File: config.mk
export PLATFORM = sky130hd
export DESIGN_NAME = ctl_sequencer
export DESIGN_NICKNAME = d
export VERILOG_FILES = /design/src/rtl/cpu_opcodes_pkg.sv /design/src/rtl/ctl_seq_rom.sv /design/src/rtl/ctl_sequencer.sv
export SDC_FILE = /design/constraint.sdc
export NUM_CORES = 1
export LEC_CHECK = 0
export ABC_AREA = 0
export CORE_ASPECT_RATIO = 1.2
export CORE_MARGIN = 10
export CORE_UTILIZATION = 40
export DETAILED_ROUTE_END_ITERATION = 16
export DONT_BUFFER_PORTS = 1
export SLEW_MARGIN = 20
export SYNTH_ARGS = -nofsm -noshare
export SYNTH_HDL_FRONTEND = slang
export SYNTH_SLANG_ARGS = --single-unit
export TNS_END_PERCENT = 10
File: constraint.sdc
create_clock -name clk -period 2.6 [get_ports clk]
set_clock_uncertainty 0.05 [all_clocks]
set_input_delay 0.52 -clock clk [delete_from_list [all_inputs] [get_ports clk]]
set_output_delay 0.52 -clock clk [all_outputs]
set_load 0.05 [all_outputs]
File: src/rtl/cpu_opcodes_pkg.sv
// Opcode constants shared by the control unit and the front-end sequencer,
// plus the sequence-kind encoding and small decode helpers.
package cpu_opcodes_pkg;

    localparam int OP_W   = 6;
    localparam int KIND_W = 3;

    localparam logic [OP_W-1:0] OP_NOP     = 6'b001_000;
    localparam logic [OP_W-1:0] OP_CALL    = 6'b011_100;
    localparam logic [OP_W-1:0] OP_LDM     = 6'b010_010;
    localparam logic [OP_W-1:0] OP_SHL     = 6'b000_101;
    localparam logic [OP_W-1:0] OP_SHR     = 6'b000_110;
    localparam logic [OP_W-1:0] OP_POPF    = 6'b011_101;
    localparam logic [OP_W-1:0] OP_POPPCH  = 6'b011_111;
    localparam logic [OP_W-1:0] OP_POPPCL  = 6'b011_110;
    localparam logic [OP_W-1:0] OP_PUSHPCH = 6'b111_010;
    localparam logic [OP_W-1:0] OP_PUSHPCL = 6'b111_011;
    localparam logic [OP_W-1:0] OP_RET     = 6'b100_000;
    localparam logic [OP_W-1:0] OP_RTI     = 6'b100_001;
    localparam logic [OP_W-1:0] OP_PUSHF   = 6'b111_100;
    localparam logic [OP_W-1:0] OP_INTJ    = 6'b111_101;

    typedef enum logic [KIND_W-1:0] {
        SEQ_NONE = 3'd0,
        SEQ_CALL = 3'd1,
        SEQ_RET  = 3'd2,
        SEQ_RTI  = 3'd3,
        SEQ_INT  = 3'd4
    } seq_kind_e;

    // Words that are followed by a raw immediate in the instruction stream.
    function automatic logic is_imm_prefix(input logic [OP_W-1:0] op);
        return (op == OP_LDM) || (op == OP_SHL) || (op == OP_SHR);
    endfunction

    function automatic logic seq_legal(input logic [KIND_W-1:0] kind, input logic [1:0] step);
        logic ok;
        case (kind)
            SEQ_NONE:          ok = (step == 2'd0);
            SEQ_CALL, SEQ_RET: ok = (step != 2'd3);
            SEQ_RTI, SEQ_INT:  ok = 1'b1;
            default:           ok = 1'b0;
        endcase
        return ok;
    endfunction

endpackage

File: src/rtl/ctl_seq_rom.sv
// Micro-op table: maps (sequence kind, step index) to the opcode emitted in
// that step and whether it is the final step of the sequence.
module ctl_seq_rom
    import cpu_opcodes_pkg::*;
(
    input  logic [KIND_W-1:0] kind,
    input  logic [1:0]        step,
    output logic [OP_W-1:0]   opcode,
    output logic              last
);

    // Table lookup; anything outside a defined sequence reads as NOP.
    always_comb begin
        opcode = OP_NOP;
        last   = 1'b0;
        case (kind)
            SEQ_CALL: begin
                case (step)
                    2'd0:    opcode = OP_PUSHPCH;
                    2'd1:    opcode = OP_PUSHPCL;
                    2'd2:    begin opcode = OP_CALL; last = 1'b1; end
                    default: begin opcode = OP_NOP; last = 1'b0; end
                endcase
            end
            SEQ_RET: begin
                case (step)
                    2'd0:    opcode = OP_POPPCH;
                    2'd1:    opcode = OP_POPPCL;
                    2'd2:    begin opcode = OP_NOP; last = 1'b1; end
                    default: begin opcode = OP_NOP; last = 1'b0; end
                endcase
            end
            SEQ_RTI: begin
                case (step)
                    2'd0:    opcode = OP_POPPCH;
                    2'd1:    opcode = OP_POPPCL;
                    2'd2:    opcode = OP_POPF;
                    2'd3:    begin opcode = OP_NOP; last = 1'b1; end
                    default: begin opcode = OP_NOP; last = 1'b0; end
                endcase
            end
            SEQ_INT: begin
                case (step)
                    2'd0:    opcode = OP_PUSHPCH;
                    2'd1:    opcode = OP_PUSHPCL;
                    2'd2:    opcode = OP_PUSHF;
                    2'd3:    begin opcode = OP_INTJ; last = 1'b1; end
                    default: begin opcode = OP_NOP; last = 1'b0; end
                endcase
            end
            default: begin
                opcode = OP_NOP;
                last   = 1'b0;
            end
        endcase
    end

endmodule

File: src/rtl/ctl_sequencer.sv
// Front-end sequencer: passes fetched words through to the control unit and
// expands CALL/RET/RTI and interrupts into stack micro-op sequences.
module ctl_sequencer
    import cpu_opcodes_pkg::*;
#(
    parameter int OPW = OP_W
) (
    input  logic           clk,
    input  logic           rst,
    input  logic [OPW-1:0] in_opcode,
    input  logic           in_valid,
    output logic           in_ready,
    input  logic           stall_ld,
    input  logic           int_req,
    output logic [OPW-1:0] op_out,
    output logic           op_valid,
    output logic           int_ack,
    output logic           seq_busy
);

    seq_kind_e      kind_q, kind_d;
    logic [1:0]     step_q, step_d;
    logic           imm_pending_q, imm_pending_d;
    logic           int_pending_q, int_pending_d;
    logic [OPW-1:0] op_out_q, op_out_d;
    logic           op_valid_q, op_valid_d;
    logic           int_ack_q, int_ack_d;

    logic           cur_last;
    logic [OPW-1:0] cur_op_unused;
    logic [OPW-1:0] nxt_op;
    logic           nxt_last_unused;
    logic           legal, boundary, take_int, accept, pass;

    // Current step tells us whether the opcode slot frees up this cycle.
    ctl_seq_rom u_rom_cur (
        .kind   (kind_q),
        .step   (step_q),
        .opcode (cur_op_unused),
        .last   (cur_last)
    );

    // Next step supplies the micro-op that gets registered onto op_out.
    ctl_seq_rom u_rom_nxt (
        .kind   (kind_d),
        .step   (step_d),
        .opcode (nxt_op),
        .last   (nxt_last_unused)
    );

    // Handshake, interrupt take and next sequence position.
    always_comb begin
        legal    = seq_legal(kind_q, step_q);
        boundary = legal && ((kind_q == SEQ_NONE) || cur_last);
        take_int = int_pending_q && !imm_pending_q && !stall_ld && boundary;
        in_ready = !rst && !stall_ld && boundary && !take_int;
        accept   = in_valid && in_ready;

        kind_d        = kind_q;
        step_d        = step_q;
        imm_pending_d = imm_pending_q;
        int_pending_d = int_pending_q || int_req;
        int_ack_d     = 1'b0;
        pass          = 1'b0;

        if (stall_ld) begin
            pass = 1'b0;
        end else if (!legal) begin
            kind_d = SEQ_NONE;
            step_d = 2'd0;
        end else if (take_int) begin
            // The request level seen in the take cycle is already being served.
            kind_d        = SEQ_INT;
            step_d        = 2'd0;
            int_pending_d = 1'b0;
            int_ack_d     = 1'b1;
        end else if (boundary) begin
            kind_d = SEQ_NONE;
            step_d = 2'd0;
            if (accept) begin
                imm_pending_d = !imm_pending_q && is_imm_prefix(in_opcode);
                if (imm_pending_q) begin
                    pass = 1'b1;
                end else begin
                    case (in_opcode)
                        OP_CALL: kind_d = SEQ_CALL;
                        OP_RET:  kind_d = SEQ_RET;
                        OP_RTI:  kind_d = SEQ_RTI;
                        default: pass   = 1'b1;
                    endcase
                end
            end else begin
                pass = 1'b0;
            end
        end else begin
            step_d = step_q + 2'd1;
        end
    end

    // Output slot selection: hold on stall, else micro-op, pass-through or NOP.
    always_comb begin
        op_out_d   = op_out_q;
        op_valid_d = op_valid_q;
        if (stall_ld) begin
            op_out_d   = op_out_q;
            op_valid_d = op_valid_q;
        end else if (kind_d != SEQ_NONE) begin
            op_out_d   = nxt_op;
            op_valid_d = 1'b1;
        end else if (pass) begin
            op_out_d   = in_opcode;
            op_valid_d = 1'b1;
        end else begin
            op_out_d   = OP_NOP;
            op_valid_d = 1'b0;
        end
    end

    // Sequencer state and registered outputs.
    always_ff @(posedge clk or posedge rst) begin
        if (rst) begin
            kind_q        <= SEQ_NONE;
            step_q        <= 2'd0;
            imm_pending_q <= 1'b0;
            int_pending_q <= 1'b0;
            op_out_q      <= OP_NOP;
            op_valid_q    <= 1'b0;
            int_ack_q     <= 1'b0;
        end else begin
            kind_q        <= kind_d;
            step_q        <= step_d;
            imm_pending_q <= imm_pending_d;
            int_pending_q <= int_pending_d;
            op_out_q      <= op_out_d;
            op_valid_q    <= op_valid_d;
            int_ack_q     <= int_ack_d;
        end
    end

    assign op_out   = op_out_q;
    assign op_valid = op_valid_q;
    assign int_ack  = int_ack_q;
    assign seq_busy = (kind_q != SEQ_NONE);

endmodule

# == Word level (Yosys, flattened, before mapping) ==
# Index checks and enable logic that the tools add are counted.
# classes
addsub,1
n_eq_ne,20
muxes,37
bitwise,2
reduce_logical,26
# ops
op,n
case mux 6 bit (4 select lines),3
case mux 6 bit (3 select lines),1
2-to-1 mux 1 bit,17
== test 3 x 2 -> 1 bit (second input constant),4
== test 6 x 3 -> 1 bit (second input constant),2
== test 6 x 5 -> 1 bit (second input constant),2
== test 6 bit (second input constant),2
2-to-1 mux 2 bit,6
2-to-1 mux 3 bit,4
2-to-1 mux 6 bit,2
case mux 5 bit (2 select lines),1
logical AND 1 bit,9
== test 2 bit (second input constant),4
== test 3 x 1 -> 1 bit (second input constant),2
== test 3 bit (second input constant),2
case mux 2 bit (3 select lines),1
nonzero test 3 bit,2
AND reduction 5 bit,1
logical NOT 1 bit,4
logical NOT 2 bit,2
logical OR 1 bit,4
OR reduction 2 bit,2
logical NOT 3 bit,1
case mux 1 bit (3 select lines),1
6 further kinds,7
# totals
register_bits,15
input_bits,11
output_inout_bits,10
wordCells,93

# == Logic depth before layout (Yosys ltp) ==
# Gate-level depths: netlist (run 1).
# depth
depth_word,17
mapped_depth,10

# == Modules after synthesis ==
# A second synthesis (run 1) with hierarchy kept.
# hier_totals
hier_cells,161
hier_area_um2,1353.8
# by_module_without_submodules
mod,n_inst,cells_each,area_per_inst_um2
ctl_sequencer,1,101,958.4
ctl_seq_rom,2,30,197.7

# == Worst setup path before layout (run 1) ==
# No wires, ideal clock.
# synth_path
path_type,register to output
from,register kind_q[0]
to,output port in_ready
arrival_ps,2190
slack_ps,-160
path_stages_with_launch,7
path_buffers,1
path_cell_list,dfrtp_1 > buf_6 > or3_1 > o21ai_1 > or2_1 > nand2_1 > nor2_1
# synth_via
elab_chain_cells,8
word_cells_on_any_way,15
classes_between,4 x eq/ne; 2 x mux; 9 x reduce/logical
# synth_rtl
element,line,source
from (decl),ctl_sequencer.sv:21,"seq_kind_e kind_q, kind_d;"
from (signal assigned),ctl_sequencer.sv:130,kind_q <= kind_d;
== test 3 x 2 -> 1 bit (tied with other cells),-,
OR reduction 2 bit (no source line),-,
case mux 1 bit (2 select lines),ctl_seq_rom.sv:16,case (kind)
logical OR 1 bit,ctl_sequencer.sv:54,boundary = legal && ((kind_q == SEQ_NONE) || cur_last);
logical AND 1 bit (*),ctl_sequencer.sv:54,
logical AND 1 bit,ctl_sequencer.sv:55,take_int = int_pending_q && !imm_pending_q && !stall_ld && boundary;
logical NOT 1 bit,ctl_sequencer.sv:56,in_ready = !rst && !stall_ld && boundary && !take_int;
logical AND 1 bit (*),ctl_sequencer.sv:56,
to (decl),ctl_sequencer.sv:12,"output logic in_ready,"
# Every way passes the cells marked *; elsewhere a longest branch is shown, timed or not.

# == Worst setup path in the final report (run 1) ==
# layout_path
from,register step_q[0]
to,register imm_pending_q
# layout_via
elab_chain_cells,10
word_cells_on_any_way,17
classes_between,3 x eq/ne; 4 x mux; 1 x bitwise; 9 x reduce/logical
# layout_rtl
element,line,source
from (decl),ctl_sequencer.sv:22,"logic [1:0] step_q, step_d;"
from (signal assigned),ctl_sequencer.sv:131,step_q <= step_d;
== test 2 bit (on tied branches),-,
2-to-1 mux 1 bit (on tied branches),-,
case mux 1 bit (2 select lines),ctl_seq_rom.sv:16,
logical OR 1 bit,ctl_sequencer.sv:54,
logical AND 1 bit,ctl_sequencer.sv:54,
logical AND 1 bit,ctl_sequencer.sv:55,
logical NOT 1 bit,ctl_sequencer.sv:56,
logical AND 1 bit,ctl_sequencer.sv:56,
logical AND 1 bit,ctl_sequencer.sv:57,accept = in_valid && in_ready;
AND reduction 5 bit (no source line) (*),-,
to (signal assigned),ctl_sequencer.sv:132,imm_pending_q <= imm_pending_d;
to (decl),ctl_sequencer.sv:23,"logic imm_pending_q, imm_pending_d;"
# Marked as above.
# A chain may end at the register's enable or synchronous reset.

==> results of run 1 <==
## through the flow
stage / utilization [%] / worst slack (ns) / instance area, sq um / cells
2_1_floorplan: - / -0.02608 / 1100 / 134
3_3_place_gp: 46.07 / 0.09540 / 1187 / 171
3_5_place_dp: 46.07 / 0.06883 / 1187 / 171
4_1_cts: 48.20 / 0.006144 / 1242 / 178
5_1_grt: 52.72 / -0.02662 / 1359 / 183
6_report: 52.72 / 0.05492 / 1359 / 183
## state kept, by name (all words and copies together), names as in the netlist
register and count:
op_out 6, kind_q 3, step_q 2, imm_pending_q 1
int_ack 1, int_pending_q 1, op_valid 1
## worst max-delay path: stages, from the launching register on
cell	delay [ns]
dfrtp_1	0.42
buf_4	0.17
a211o_1	0.30
o21ai_4	0.21
nor2_4	0.09
or4b_4	0.60
or4_4	0.50
o21ai_2	0.12
## cell type report
type                       instances  share of cell area (%)
inverter                          14                   3.867
tap                               33                   3.039
timing repair buffer              17                   10.31
multi-input combinational        100                   52.85
clock inverter                     1                  0.3683
clock buffer                       3                   1.657
sequential                        15                   27.90
## cells by family (layout without fill, tap and decap cells)
group	after synthesis	count (layout)	synth area share (%)
simple gates	53	53	25.77
compound gates	44	44	28.96
buf+inv	19	35	7.867
flops	15	15	34.32
fa+ha+maj	2	2	2.280
xor+xnor	1	1	0.7983
## what timing repair did
item / 4_1_cts / 5_1_grt
pin swaps: 0 / 5
setup endpoints to repair: 1 / 6
setup buffers: 3 / 5
gates resized for setup: 3 / 20
## final timing paths
path                            endpoint     startpoint  depth (start not counted)  slack [ns]
setup / recovery           imm_pending_q      step_q[0]                          7        0.05
hold / removal                  op_valid            rst                          1        0.12
setup reg to reg           imm_pending_q      step_q[0]                          7        0.05
hold reg to reg            int_pending_q  int_pending_q                          2        0.49
max in group asynchronous      kind_q[0]            rst                          1        1.97
min in group clk               op_out[1]       stall_ld                          1        0.26
## power by group
| group | switching, mW | internal [mW] | total, mW |
|---|---|---|---|
| Sequential | 0.255 | 0.317 | 0.572 |
| Combinational | 0.560 | 0.452 | 1.01 |
| Clock | 0.0765 | 0.0571 | 0.134 |
| Total | 0.891 | 0.827 | 1.72 |
## cells in the mapped netlist (all sizes together) (3+ instances only)
cell type / count / area share, %
inv: 13 / 4.4
nand3b: 3 / 2.1
clkbuf: 3 / 1.0
a31oi: 4 / 2.3
dfrtp: 14 / 32
o31ai: 3 / 2.1
a21oi: 8 / 4.0
nand3: 3 / 1.4
o21ai: 11 / 5.0
or2: 4 / 2.5
or3: 3 / 1.7
nor2: 17 / 6.0
nand2: 11 / 3.8
## metal layers
metal / vias to the layer above / GRT usage (%)
met1: 530 / 14.33
met4: 0 / 3.024
met5: - / 0
met3: 4 / 5.172
li1: 519 / -
met2: 37 / 19.87
==> impl_metrics.json, run 1 <==
{
  "insertion_delay_ns": 0.29,
  "synth-seq-cells": 15,
  "ios": 21,
  "slew_viol_final": 0,
  "met2_length_microns": 1598,
  "cap_violations": 0,
  "regArea_sq_um": 379.1,
  "port_buffers": 0,
  "coreArea_sq_um": 2577,
  "synth_flop_cell": "dfrtp_1",
  "htree_levels": 1,
  "synth_edf_count": 0,
  "fill_cells": 246,
  "worstSetupStartpointType": "flip-flop",
  "syn_avg_cell_area_sq_um": 8.189,
  "highest_layer": "met4",
  "layout-drive-gt1-share_pct": 30.67,
  "dieArea_sq_um": 5247,
  "layout_commonest_cell": "buf_4",
  "cts_tree": "done",
  "hold_violations": 0,
  "leakage_nw": 0.5839,
  "drt_iter0_markers": 57,
  "grtUsageTotal_pct": 12.23,
  "fin_crit_ns": 2.545,
  "async_reset_ff_share_pct": 100.0,
  "wire_per_inst_microns": 17.29,
  "setup_tns_ns": 0,
  "arrival_ns": 2.71,
  "tightest_slew_ns": 0.5795,
  "ys_seq_area_share_pct": 34.32,
  "hold_path_class": "in -> async",
  "dr_wl_met3_microns": 238,
  "syn_nets": 147,
  "dp_hpwl_microns": 2329,
  "layout.nets": 164,
  "synth_cell_types": 47,
  "ir_drop_uv": 542.2,
  "critical_path_required_ns": 2.76,
  "wl_met1_microns": 1292,
  "routabilityCongestion": 0.9052,
  "fmax_mhz": 392.9,
  "ant_nets": 0,
  "routed_wirelength_microns": 3164,
  "grt_pass1_wl_microns": 5119,
  "hold_buffers": 0,
  "cts-root-buf": "clkbuf_4",
  "area_growth_pct": 23.83,
  "rsz0062_at_grt": "true",
  "vias_per_cell": 5.956,
  "power_density_nw_per_um2": 1265,
  "n_antenna_cell": 0,
  "antenna_found_initial": 0,
  "num_vias": 1090,
  "mappedNetlistArea_sq_um": 1097,
  "grt_max_degree": 20,
  "fp-row-count": 20,
  "initial_core_util_pct": 42.57,
  "worst_hold_slack_ns": 0.1164,
  "finalPower_mw": 1.718,
  "slew_headroom_pct": 61.32,
  "die_w_microns": 67.81,
  "critPathCaptureType": "flip-flop",
  "final_cell_mix": "buf_4 (16), nor2_1 (15), dfrtp_1 (12)",
  "synth_warnings": 0,
  "cts_made_buffers": 3,
  "status": "finished, final reports clean",
  "drc_errors": 0,
  "fp.dieH_microns": 77.38,
  "path_class": "reg -> reg",
  "worstPathMaxFanout": 9,
  "setup_viol": 0,
  "cts.sinks": 15,
  "first_pass_iters": 4,
  "clkTransAtPathRegs_ns": 0.10,
  "multiInputGateArea_sq_um": 718.2,
  "postSynthCellCount": 134,
  "gr-total-overflow": 0,
  "clockBufferDepth": 2,
  "fin_crit_sh_pct": 97.89,
  "grt_pass1_vias": 1075
}
No activity file was read; power rests on OpenSTA's default activity.
==> inputs of run 2 (changes only) <==
--- a/config.mk
+++ b/config.mk
@@ -6,11 +6,15 @@
 export NUM_CORES = 1
 export LEC_CHECK = 0
 export ABC_AREA = 0
+export ABC_CLOCK_PERIOD_IN_PS = 2600
+export CELL_PAD_IN_SITES_DETAIL_PLACEMENT = 0
+export CELL_PAD_IN_SITES_GLOBAL_PLACEMENT = 1
 export CORE_ASPECT_RATIO = 1.2
 export CORE_MARGIN = 10
 export CORE_UTILIZATION = 40
 export DETAILED_ROUTE_END_ITERATION = 16
 export DONT_BUFFER_PORTS = 1
+export PLACE_DENSITY_LB_ADDON = 0.1
 export SLEW_MARGIN = 20
 export SYNTH_ARGS = -nofsm -noshare
 export SYNTH_HDL_FRONTEND = slang
==> impl_metrics.json, run 2 (same netlist as run 1, synthesis figures left out) <==
{
  "rrSetupSlack_ns": 0.10,
  "setup_viol": 0,
  "grt_max_degree": 20,
  "utilization_pct": 49.81,
  "ir_drop_uv": 576.2,
  "status": "finished, final reports clean",
  "hold_path_class": "in -> async",
  "largest_reg_flops": 6,
  "port_buffers": 0,
  "vias_per_cell": 5.890,
  "num_vias": 1066,
  "layout.nets": 162,
  "power_density_nw_per_um2": 1330,
  "slew_viol_final": 0,
  "leakage_nw": 0.5611,
  "die_w_microns": 67.81,
  "cts_made_buffers": 3,
  "fp.dieH_microns": 77.38,
  "arrival_ns": 1.95,
  "dp_hpwl_microns": 2449,
  "final_area_sq_um": 1284,
  "cap_violations": 0,
  "antenna_found_initial": 0,
  "cts.sinks": 15,
  "ios": 21,
  "fin_crit_ns": 2.522,
  "slew_headroom_pct": 59.56,
  "area_growth_pct": 16.99,
  "initial_core_util_pct": 42.57,
  "htree_levels": 1,
  "clkTransAtPathRegs_ns": 0.11,
  "n_antenna_cell": 0,
  "drt_iter0_markers": 61,
  "grtUsageTotal_pct": 13.43,
  "rr_startpoint": "step_q[0]",
  "critPathCaptureType": "output port",
  "hold_buffers": 0,
  "grt_pass1_vias": 1119,
  "fmax_mhz": 396.5,
  "path_class": "reg -> out",
  "critical_path_required_ns": 2.03,
  "layout_commonest_cell": "nor2_1",
  "r2r-end": "imm_pending_q",
  "gr-total-overflow": 0,
  "dieArea_sq_um": 5247,
  "worstPathMaxFanout": 3,
  "routabilityCongestion": 0.9133,
  "r2r_cells": 8,
  "cts_tree": "done",
  "layout-drive-gt1-share_pct": 24.32,
  "drc_errors": 0,
  "cts-root-buf": "clkbuf_4",
  "tightest_slew_ns": 0.6059,
  "worstSetupStartpointType": "flip-flop",
  "wire_per_inst_microns": 18.23,
  "coreArea_sq_um": 2577,
  "ant_nets": 0,
  "hold_violations": 0,
  "fin_crit_sh_pct": 97.00,
  "first_pass_iters": 4,
  "insertion_delay_ns": 0.30,
  "grt_pass1_wl_microns": 5589,
  "fp-row-count": 20,
  "dpl-instance-area_sq_um": 1210,
  "routed_wirelength_microns": 3300,
  "final_cell_mix": "nor2_1 (15), buf_4 (14), inv_1 (13), dfrtp_1 (13), nand2_1 (10)",
  "clockBufferDepth": 2,
  "rsz0062_at_grt": "true"
}
run 2: metrics by stage:
| stage | power, mW | hold WS, ns | TNS, ns | setup WS, ns | instances |
|---|---|---|---|---|---|
| 6_report | 1.707 | 0.1114 | 0 | 0.07807 | 181 |
| 5_1_grt | 1.840 | 0.1582 | -0.05630 | -0.04242 | 181 |
| 4_1_cts | 1.663 | 0.1441 | 0 | 0.02375 | 181 |
| 3_5_place_dp | 1.463 | 0.4685 | 0 | 0.1343 | 174 |
| 3_3_place_gp | 1.469 | 0.4637 | 0 | 0.07335 | 174 |
| 2_1_floorplan | 1.123 | 0.3708 | -0.02608 | -0.02608 | 134 |
run 2: critical path, cell delays in order (launching register included):
cell     delay [ns]
dfrtp_2        0.40
inv_1          0.06
ha_1           0.19
or3_1          0.36
a21oi_2        0.14
and3b_2        0.24
nand2_2        0.08
nor2_2         0.05
buf_12         0.14
run 2: how the worst max path moves through the flow:
stage | startpoint | to | slack, ns | cells after the start
2_1_floorplan | kind_q[0] | imm_pending_q | -0.03 | 7
6_report | step_q[0] | in_ready | 0.08 | 8
3_3_place_gp | in_opcode[2] | op_out[0] | 0.07 | 7
4_1_cts | step_q[0] | in_ready | 0.02 | 8
3_5_place_dp | in_opcode[2] | op_out[0] | 0.13 | 7
5_1_grt | step_q[0] | in_ready | -0.04 | 8
run 2: area by class of cell:
class	count	area, sq um
Clock buffer	3	22.52
Clock inverter	1	5.005
Fill cell	262	1294
Inverter	14	52.55
Multi-Input combinational cell	100	659.4
Sequential cell	15	377.9
Tap cell	33	41.29
Timing Repair Buffer	15	125.1
run 2: timing repair:
item,4_1_cts,5_1_grt
buffers inserted,3,0
pin swaps,0,2
resized for setup,3,5
gates cloned,0,0
setup endpoints to repair,1,6
run 2: power by group:
part | leakage [nW] | switching, mW | internal (mW) | total [mW]
combinational | 0.358 | 0.555 | 0.432 | 0.987
clock | 0.0177 | 0.0882 | 0.0573 | 0.146
sequential | 0.185 | 0.256 | 0.319 | 0.575
total | 0.561 | 0.899 | 0.807 | 1.71
run 2: per-layer routing:
metal	part of all wire, %	GRT usage, %
met1	44	16.49
met3	7.0	3.879
met4	1.8	5.444
met2	48	21.19
met5	0	0
==> variant, RTL diff (flow settings as in run 2) <==
The package constant `OP_W` goes from 6 to 8.
--- a/src/rtl/cpu_opcodes_pkg.sv
+++ b/src/rtl/cpu_opcodes_pkg.sv
@@ -3,5 +3,5 @@
 package cpu_opcodes_pkg;
 
-    localparam int OP_W   = 6;
+    localparam int OP_W   = 8;
     localparam int KIND_W = 3;
 
Interface: changed (resized in_opcode and op_out); port bits go from 21 to 25. The function was not compared with the original's and may differ.
==> variant against run 2 <==
  * Total power shrank 24%
  * Critical endpoint unchanged
  * Largest power group unchanged
  * First-iteration DRC count shrank 25%
  * Maximum frequency grew 1.6%
  * Area after synthesis shrank 6.2%
  * Sequential cell count grew 2
  * Worst setup slack gained 0.040 ns
  * Design area shrank 6.0%
  * Wire length shrank 17%
==> variant: results (changes against run 2) <==
[critical_path]
critPathArrivalTime_ns = 1.91  ; was 1.95 ns
rrSetupSlack_ns = 0.13  ; was 0.10 ns
cp_max_fo = 4  ; was 3
slowest_delay_ns = 0.43  ; was 0.40 ns
reg2reg_depth = 10  ; was 8

[route]
vias_per_cell = 5.78  ; was 5.89
wirelength_um = 2720  ; was 3300 um
drtIter0Drc = 46  ; was 61

[grt]
grt_use_total_pct = 11.5  ; was 13.4%
grt_first_pass_wirelength_um = 4430  ; was 5590 um
grt_max_degree = 18  ; was 20

[place]
dpl.hpwl_um = 2060  ; was 2450 um
place_congestion = 0.804  ; was 0.913
place_inst = 140  ; was 174

[layout]
drive_gt1_share_pct = 22.2  ; was 24.3%
largest_reg_flops = 8  ; was 6
n_antenna_cell = 0  ; unchanged
nets = 133  ; was 162
finalNonFillerCells = 150  ; was 181

[power]
peakVddDrop_mv = 0.536  ; was 0.576 mV
p_leak_uw = 0.000545  ; was 0.000561 uW

[logic_synthesis]
synthTopCellsByArea = dfrtp_1, nor2_1, o21ai_0  ; was dfrtp_1, nor2_1, inv_1
ys_seq_area_share_pct = 41.4  ; was 34.3%
syn_inst = 105  ; was 134
synthTopCellsByCount = dfrtp_1, nor2_1, inv_1, nand2_1, o21ai_0  ; was nor2_1, dfrtp_1, inv_1
yosysUniqueCellTypes = 46  ; was 47

[timing]
tightestPinTransition_ns = 0.690  ; was 0.606 ns

[clocking]
htree_levels = 1  ; unchanged

[run_status]
status = finished, final reports clean  ; unchanged

==> variant: logic make-up after synthesis <==
kind of cell | count (synthesis) | synth area share (%)
buffers and inverters | 10 | 3.89
AOI/OAI and AO/OA | 38 | 31.8
and+or+nand+nor | 36 | 18.7
DFF | 17 | 41.4
adders and majority gates | 2 | 2.43
xor gates and xnor gates | 2 | 1.70
==> variant: final timing paths <==
path                                           startpoint                   endpoint
worst min register to register  imm_pending_q$_DFFE_PP0P_  imm_pending_q$_DFFE_PP0P_
max in group asynchronous                             rst        step_q[1]$_DFF_PP0_
worst max-delay path                  step_q[1]$_DFF_PP0_                   in_ready
worst max register to register        step_q[1]$_DFF_PP0_      op_out[4]$_DFFE_PP0N_
worst min-delay path                                  rst        step_q[0]$_DFF_PP0_
min in group clk                             in_opcode[3]      op_out[3]$_DFFE_PP1N_
==> variant: critical path: cells and delay by family, from the launching register on <==
| family | cells | cell delay [ns] |
|---|---|---|
| AO/OA/AOI/OAI | 2 | 0.52 |
| adder cells (fa/ha/maj) | 1 | 0.16 |
| buffers and inverters | 2 | 0.29 |
| flip-flops | 1 | 0.43 |
| AND/OR/NAND/NOR | 2 | 0.22 |
==> variant: final cells by class <==
cell class,instances,area [sq um]
fillers,245,1300
well taps,33,41.3
multi-input cells,78,602
flip-flops and latches,17,428
inverters,8,30.0
repair buffers,10,78.8
clock buffers,4,26.3
==> variant: power breakdown <==
group	switching, uW	internal (uW)
Sequential	232	338
Combinational	298	284
Clock	84.6	59.6
Total	614	681
==> variant: per-stage QoR <==
step | setup WS (ns) | hold slack [ns] | area (sq um)
5_1_grt | -0.00422 | 0.184 | 1210
2_1_floorplan | 0.134 | 0.395 | 1040
6_report | 0.118 | 0.163 | 1210
4_1_cts | 0.0591 | 0.176 | 1140
3_3_place_gp | 0.103 | 0.459 | 1100
3_5_place_dp | 0.0871 | 0.458 | 1100
==> variant: layer usage <==
metal,vias to the layer above,wire length [um],track usage (%)
li1,422,-,-
met1,426,1140,12.6
met2,17,1380,19.6
met3,2,183,3.97
met4,0,29,4.90
met5,-,0,0
==> variant: repair_timing <==
| item | 4_1_cts | 5_1_grt |
|---|---|---|
| hold buffers | 0 | 0 |
| pin swaps | 1 | 3 |
| endpoints found under the setup margin | 1 | 3 |
| resized for setup | 0 | 8 |
| setup buffers | 2 | 4 |
